`src/rtl/adder_result_buffer.sv`:
```
// Two-entry FIFO that captures a 32-bit adder result and derives its status
// flags at push time, so the consumer sees only registered data.
module adder_result_buffer #(
    parameter int W = 32
) (
    input  logic         clock,
    input  logic         reset_n,
    input  logic         in_valid,
    output logic         in_ready,
    input  logic [W-1:0] in_s,
    input  logic         in_cout,
    input  logic         in_a_msb,
    input  logic         in_b_msb,
    output logic         out_valid,
    input  logic         out_ready,
    output logic [W-1:0] out_s,
    output logic         out_cout,
    output logic         out_ovf,
    output logic         out_zero,
    output logic         out_neg,
    output logic         out_lt,
    output logic [7:0]   ovf_count
);

    typedef struct packed {
        logic [W-1:0] s;
        logic         cout;
        logic         ovf;
        logic         zero;
        logic         neg;
        logic         lt;
    } entry_t;

    entry_t     entry_q [2];
    entry_t     entry_d [2];
    logic [1:0] count_q, count_d;
    logic       wrPtr_q, wrPtr_d;
    logic       rdPtr_q, rdPtr_d;
    logic [7:0] ovfCount_q, ovfCount_d;

    entry_t     newEntry;
    logic       doPush;
    logic       doPop;
    logic       newOvf;

    // Signed overflow: same-sign operands producing a result of the other sign.
    assign newOvf = (in_a_msb == in_b_msb) && (in_s[W-1] != in_a_msb);

    always_comb begin
        newEntry      = '0;
        newEntry.s    = in_s;
        newEntry.cout = in_cout;
        newEntry.ovf  = newOvf;
        newEntry.zero = (in_s == '0);
        newEntry.neg  = in_s[W-1];
        newEntry.lt   = in_s[W-1] ^ newOvf;
    end

    assign in_ready  = (count_q < 2'd2);
    assign out_valid = (count_q > 2'd0);
    assign doPush    = in_valid && in_ready;
    assign doPop     = out_valid && out_ready;

    always_comb begin
        entry_d[0] = entry_q[0];
        entry_d[1] = entry_q[1];
        count_d    = count_q;
        wrPtr_d    = wrPtr_q;
        rdPtr_d    = rdPtr_q;
        ovfCount_d = ovfCount_q;

        if (doPush) begin
            entry_d[wrPtr_q] = newEntry;
            wrPtr_d          = ~wrPtr_q;
            if (newOvf && (ovfCount_q != 8'hFF)) begin
                ovfCount_d = ovfCount_q + 8'd1;
            end
        end

        if (doPop) begin
            rdPtr_d = ~rdPtr_q;
        end

        // Push-only grows, pop-only shrinks, both together leave occupancy unchanged.
        case ({doPush, doPop})
            2'b10:   count_d = count_q + 2'd1;
            2'b01:   count_d = count_q - 2'd1;
            default: count_d = count_q;
        endcase
    end

    always_ff @(posedge clock or negedge reset_n) begin
        if (!reset_n) begin
            entry_q[0] <= '0;
            entry_q[1] <= '0;
            count_q    <= 2'd0;
            wrPtr_q    <= 1'b0;
            rdPtr_q    <= 1'b0;
            ovfCount_q <= 8'd0;
        end else begin
            entry_q[0] <= entry_d[0];
            entry_q[1] <= entry_d[1];
            count_q    <= count_d;
            wrPtr_q    <= wrPtr_d;
            rdPtr_q    <= rdPtr_d;
            ovfCount_q <= ovfCount_d;
        end
    end

    assign out_s     = entry_q[rdPtr_q].s;
    assign out_cout  = entry_q[rdPtr_q].cout;
    assign out_ovf   = entry_q[rdPtr_q].ovf;
    assign out_zero  = entry_q[rdPtr_q].zero;
    assign out_neg   = entry_q[rdPtr_q].neg;
    assign out_lt    = entry_q[rdPtr_q].lt;
    assign ovf_count = ovfCount_q;

endmodule

```
`config.mk`:
```
export PLATFORM = sky130hd
export DESIGN_NAME = adder_result_buffer
export DESIGN_NICKNAME = d
export VERILOG_FILES = /design/src/rtl/adder_result_buffer.sv
export SDC_FILE = /design/constraint.sdc
export NUM_CORES = 1
export LEC_CHECK = 0
export BUFFER_PORTS_ARGS = -buffer_cell sky130_fd_sc_hd__buf_2
export CAP_MARGIN = 25
export CORE_AREA = 2 2 101 103
export DETAILED_ROUTE_END_ITERATION = 10
export DIE_AREA = 0 0 103 105
export HOLD_SLACK_MARGIN = 0.08
export PLACE_DENSITY = 0.69
export SYNTH_ARGS = -nofsm -noshare
export SYNTH_HDL_FRONTEND = slang
export SYNTH_SLANG_ARGS = --single-unit
```
`constraint.sdc`:
```
create_clock -name clock -period 1.71 [get_ports clock]
set_clock_uncertainty 0.1 [all_clocks]
set_input_delay 0.0855 -clock clock [delete_from_list [all_inputs] [get_ports clock]]
set_output_delay 0.0855 -clock clock [all_outputs]
set_load 0.03 [all_outputs]
```
==> results of run 1 <==
## layer usage
metal / vias up / global-route usage, % / wire length (um)
li1: 1221 / - / -
met1: 1331 / 19.7 / 3740
met2: 56 / 25.6 / 4530
met3: 10 / 4.41 / 377
met4: 0 / 6.20 / 123
met5: - / 0 / 0
## what timing repair did
item	4_1_cts	5_1_grt
pin swaps	0	2
setup buffers	0	3
gates resized for setup	2	115
cloned	0	4
endpoints found under the setup margin	13	38
endpoints found under the hold margin	153	0
hold buffers	37	0
## power groups by stage
| stage | Clock (mW) | Combinational [mW] | Sequential, mW |
|---|---|---|---|
| floorplan | 0 | 3.81 | 3.45 |
| global placement | 0 | 5.06 | 3.40 |
| detailed placement | 0 | 5.15 | 3.48 |
| CTS | 1.52 | 5.26 | 3.44 |
| global route | 1.60 | 6.91 | 3.55 |
| finish | 1.48 | 6.53 | 3.45 |
## stage by stage
stage	hold WS (ns)	total power [mW]	cell area (um2)	worst slack (ns)
2_1_floorplan	-0.310	7.25	3820	0.000214
3_3_place_gp	-0.0661	8.47	4480	0.0738
3_5_place_dp	-0.0656	8.63	4480	0.0369
4_1_cts	0.0855	10.2	5070	-0.00142
5_1_grt	0.0992	12.1	5440	-0.0578
6_report	0.0841	11.5	5440	-0.00119
## placed cells by master (no fill, tap or decap), types with 2 or more instances in the layout
cell	Yosys	final
nand4_1	3	3
dfrtp_2	0	4
nor2_1	4	4
clkinvlp_4	0	2
ha_1	2	2
nor4_1	8	8
buf_12	0	7
inv_1	3	2
xnor2_1	4	4
mux2_2	106	103
clkbuf_8	0	12
a21oi_1	2	2
mux2_4	0	3
dfrtp_1	84	80
xor2_1	6	6
buf_2	7	48
nor3_1	2	2
clkbuf_16	0	3
nand2_1	3	3
buf_6	3	35
o41ai_1	2	2
dlygate4sd3_1	0	37
buf_4	1	7
## synthesized netlist by cell type, types with 2 or more instances
cell type  count
inv_1          3
ha_1           2
nand4_1        3
nor4_1         8
o41ai_1        2
nand2_1        3
dfrtp_1       84
nor3_1         2
xor2_1         6
mux2_2       106
and2_1         2
buf_2          7
nor2_1         4
buf_6          3
xnor2_1        4
a21oi_1        2
## area by class of cell
type / instances / area [um2] / area share, %
sequential: 84 / 2110 / 38.7
timing repair buffer: 139 / 1290 / 23.8
clock inverter: 3 / 45.0 / 0.828
clock buffer: 12 / 165 / 3.03
tap: 133 / 166 / 3.06
inverter: 3 / 11.3 / 0.207
multi-input combinational: 162 / 1650 / 30.4
## worst paths after layout
| kind | depth (start not counted) | to | slack, ns |
|---|---|---|---|
| worst min register to register | 1 | ovf_count[7] | 0.38 |
| worst max-delay path | 4 | out_s[7] | -0.001 |
| worst max register to register | 4 | ovf_count[1] | 0.06 |
| max in group asynchronous | 3 | entry_q[68] | 0.85 |
| min in group clock | 4 | wrPtr_q | 0.10 |
| worst min-delay path | 2 | entry_q[11] | 0.08 |
## flip-flops by register name, indices dropped and copies added, names as in the netlist
register	flops
rdPtr_q	1
ovf_count	8
entry_q	72
wrPtr_q	1
count_q	2
## critical path, cell delays in order, from the launching register on
cell	delay, ns
dfrtp_2	0.42
buf_12	0.15
clkbuf_16	0.16
mux2_4	0.30
buf_6	0.14
## logic make-up (layout without fill, tap and decap cells)
group	count (synthesis)	after routing	share of synthesized area (%)
buf+inv	14	157	2.29
simple gates	33	33	6.13
mux	108	108	31.8
compound gates	8	8	1.51
xor+xnor	10	10	2.29
fa+ha+maj	3	3	0.917
flops	84	84	55.0
==> impl_metrics.tcl, run 1 <==
set metrics [dict create \
    status "complete, but fails checks" \
    violations "negative setup slack" \
    intPower_mw 7.09 \
    cap_violations 0 \
    place_congestion 0.742 \
    fill_cells 835 \
    syn_area_per_cell_um2 14.7 \
    dieWidth_um 103 \
    fp.dieH_um 105 \
    grt_pass1_vias 2668 \
    rr_startpoint "ovf_count[7]" \
    leakagePower_nw 2.44 \
    hold_class "in2async" \
    syn2layout_area_growth_pct 42.5 \
    drive_above_1_share_pct 59.3 \
    crit_start "rdPtr_q" \
    critPathCaptureType "output pin" \
    finalWorstSetupSlack_ns -0.00119 \
    vias_per_cell 4.88 \
    synth_top_area_share_pct 55.0 \
    max_freq_mhz 584 \
    tightest_slew_ns 0.396 \
    grt_overflow_total 0 \
    finalSetupTns_ns -0.00251 \
    h-tree-depth 3 \
    grt_usage_pct 15.8 \
    period_minus_slack_ns 1.71 \
    numPortBuffers 85 \
    grt_pass1_wl_mm 13.0 \
    yosysSeqAreaShare_pct 55.0 \
    cts_tree "done" \
    required_ns 1.52 \
    final_antenna_net_count 0 \
    ir_worst_vdd_uv 1380 \
    fin_crit_sh_pct 100 \
    grt_max_degree 47 \
    final_nets 440 \
    synth_flop_cell "dfrtp_1" \
    synth_edf_count 0 \
    antenna_found_initial 0 \
    layout.cells.non_filler 536 \
    fin_util_pct 56.5 \
    swShare_pct 38.1 \
    place_hpwl_mm 5.42 \
    cts.sinks 84 \
    ys_types 35 \
    finalSetupViolations 3 \
    clockPowerShare_pct 12.9 \
    combPwrFrac_pct 57.0 \
    first_iter_violations 59 \
    die_area_mm2 0.0108 \
    cts-root-buf "clkbuf_8" \
    ctsLongestPathBuffers 2 \
    p_per_area_mw_per_mm2 2100 \
    n_antenna_cell 0 \
    start_util_pct 39.6 \
    avgRoutedWirePerCell_um 16.4 \
    clk_latency_ns 0.35 \
    placedCellCount 477 \
    cts_buffers 9 \
    critPathMaxFanout 6 \
    wl_mm 8.78 \
    rows 36 \
    path_clk_slew_ns 0.08 \
    rsz0062_at_grt "true" \
    crit_type "reg2out" \
    yosysTopAreaCell "dfrtp_1" \
    synth.cell_area_mm2 0.00382 \
    io_pins 86 \
    cp.arrival_ns 1.53 \
    syn-num-nets 301 \
    relSlewSlack_pct 73.3 \
    async_flop_share_pct 100 \
    synth-seq-cells 84 \
    synthCells 260 \
    vias 2618 \
    startpoint_type "register" \
    p_switching_mw 4.36 \
    drc 0 \
    drv_slew 0 \
    coreArea_mm2 0.00964 \
    drt_pass1_iterations 4 \
    hold_violations 0 \
    ys_top_cells_by_area "dfrtp_1 55%, mux2_2 31%, xor2_1 1.4%, nor4_1 1.3%, buf_2 0.92%" \
    seqPwrFrac_pct 30.1 \
    ys_warn_count 0 \
]
Power figures use the tool's default switching activity.
==> run 2: changes to the inputs <==
GPL_TIMING_DRIVEN = 0   (was unset)
==> run 2 against run 1 <==
Effect of this change:
- the flow now finishes without violations
- first-iteration DRC count down 46%
- core utilization fell by 0.55 points
- critical path depth up 2
- hold slack improved by 0.020 ns
- final area is 0.97% lower
- clock-buffer cell count fell by 3
- sequential power is essentially flat
- sequential share of layout area is 0.35 points higher
- fmax up 2.0%
- critical path type is now reg2reg
==> impl_metrics.tcl, run 2 (synthesis gave the netlist of run 1 again) <==
set metrics [dict create \
    status "finished clean" \
    fp.dieH_um 105 \
    coreArea_mm2 0.00964 \
    ctsLongestPathBuffers 2 \
    cap_violations 0 \
    first_iter_violations 32 \
    cts.sinks 84 \
    rsz0062_at_grt "true" \
    final_common_cell "mux2_2" \
    drive_above_1_share_pct 59.9 \
    period_minus_slack_ns 1.68 \
    leakagePower_nw 2.45 \
    syn2layout_area_growth_pct 41.2 \
    critPathTopFamily "simple AND/OR/NAND/NOR gates" \
    whs_ns 0.104 \
    drc 0 \
    p_per_area_mw_per_mm2 2100 \
    place_congestion 0.736 \
    crit_type "reg2reg" \
    drv_slew 0 \
    h-tree-depth 3 \
    slowest_delay_ns 0.43 \
    cts_buffers 9 \
    ir_worst_vdd_uv 1280 \
    critPathCaptureType "register" \
    antenna_found_initial 0 \
    largest_reg_flops 72 \
    layout.cells.non_filler 537 \
    io_pins 86 \
    grt_pass1_wl_mm 13.7 \
    critPathMaxFanout 3 \
    required_ns 1.83 \
    fin_crit_sh_pct 98.1 \
    tightest_slew_ns 0.599 \
    path_clk_slew_ns 0.08 \
    slowest_stage "dfrtp_1" \
    grt_max_degree 72 \
    grt_overflow_total 0 \
    clk_latency_ns 0.34 \
    grt_usage_pct 16.4 \
    final_nets 441 \
    n_antenna_cell 0 \
    final_cell_mix "97 x mux2_2, 81 x dfrtp_1, 49 x buf_2" \
    hold_class "in2reg" \
    dieWidth_um 103 \
    finalSetupViolations 0 \
    numPortBuffers 85 \
    start_util_pct 39.6 \
    cp_cell_sequence "or2_2 -> and2_4 -> ha_4 -> xnor2_1 -> nor2_2 -> xnor2_1" \
    vias_per_cell 4.81 \
    crit_buf_inv 0 \
    placed_area_mm2 0.00444 \
    hold_violations 0 \
    startpoint_type "register" \
    avgRoutedWirePerCell_um 15.9 \
    cts-root-buf "clkbuf_8" \
    crit_top_cell "xnor2_1" \
    placedCellCount 479 \
    rows 36 \
    cts_tree "done" \
    fin_util_pct 55.9 \
    place_hpwl_mm 5.77 \
    cp.arrival_ns 1.80 \
    final_antenna_net_count 0 \
    postLayoutCellArea_mm2 0.00539 \
    grt_pass1_vias 2838 \
    vias 2583 \
    relSlewSlack_pct 59.9 \
    max_freq_mhz 596 \
    die_area_mm2 0.0108 \
    wl_mm 8.52 \
    regMostFlops "entry_q" \
    drt_pass1_iterations 4 \
]
==> run 2: changes by cell type in the layout (fill, tap and decap cells not counted), moves of 4 or more <==
cell      previous run  this run
mux2_4               3         9
buf_4                7        13
buf_12               7         3
mux2_2             103        97
clkinv_2             0         4
==> run 2: worst paths after layout <==
check                             start           end  slack, ns  depth (start not counted)
min reg2reg                ovf_count[7]  ovf_count[7]       0.38                          1
min                            in_a_msb   entry_q[40]       0.10                          4
max in group asynchronous       reset_n   entry_q[58]       0.36                          3
max                          count_q[1]    count_q[1]       0.03                          6
max reg2reg                  count_q[1]    count_q[1]       0.03                          6
min in group asynchronous       reset_n   entry_q[12]       0.18                          3
==> run 2: layout make-up <==
type	count	area (um2)
clock buffers	9	124
clock inverters	6	80.1
multi-input cells	162	1690
plain buffers	11	139
inverters	3	11.3
well taps	133	166
flip-flops and latches	84	2110
repair buffers	129	1080
fillers	830	4250
==> run 2: per-layer routing <==
layer  routed length [um]  global-route usage (%)
met5                    0                       0
met3                  298                    3.08
met4                  165                    6.67
met2                 4280                    27.0
met1                 3780                    21.1
==> run 2: where the power goes <==
part	total [mW]	switching, mW	internal [mW]
sequential	3.47	0.526	2.94
combinational	6.39	3.09	3.29
clock	1.47	0.670	0.805
total	11.3	4.29	7.04
==> run 2: stage by stage <==
| stage | TNS [ns] | power [mW] | setup slack (ns) |
|---|---|---|---|
| after floorplan | 0 | 7.25 | 0.000214 |
| after global placement | -17.34 | 8.40 | -0.342 |
| after detailed placement | -1.64 | 8.58 | -0.0735 |
| after CTS | 0 | 11.0 | 0.000286 |
| after global routing | -0.461 | 12.0 | -0.0283 |
| final | 0 | 11.3 | 0.0317 |
==> run 2: what timing repair did <==
action	in CTS	in global routing
endpoints found under the setup margin	60	70
buffers inserted	6	1
endpoints found under the hold margin	151	0
hold buffers	36	0
pin swaps	2	1
resized for setup	66	39
==> run 2: tightest hold or removal path, delay by kind of cell <==
kind	cells	cell delay, ns
simple gates	2	0.21
buf+inv	1	0.12
compound gates	1	0.09
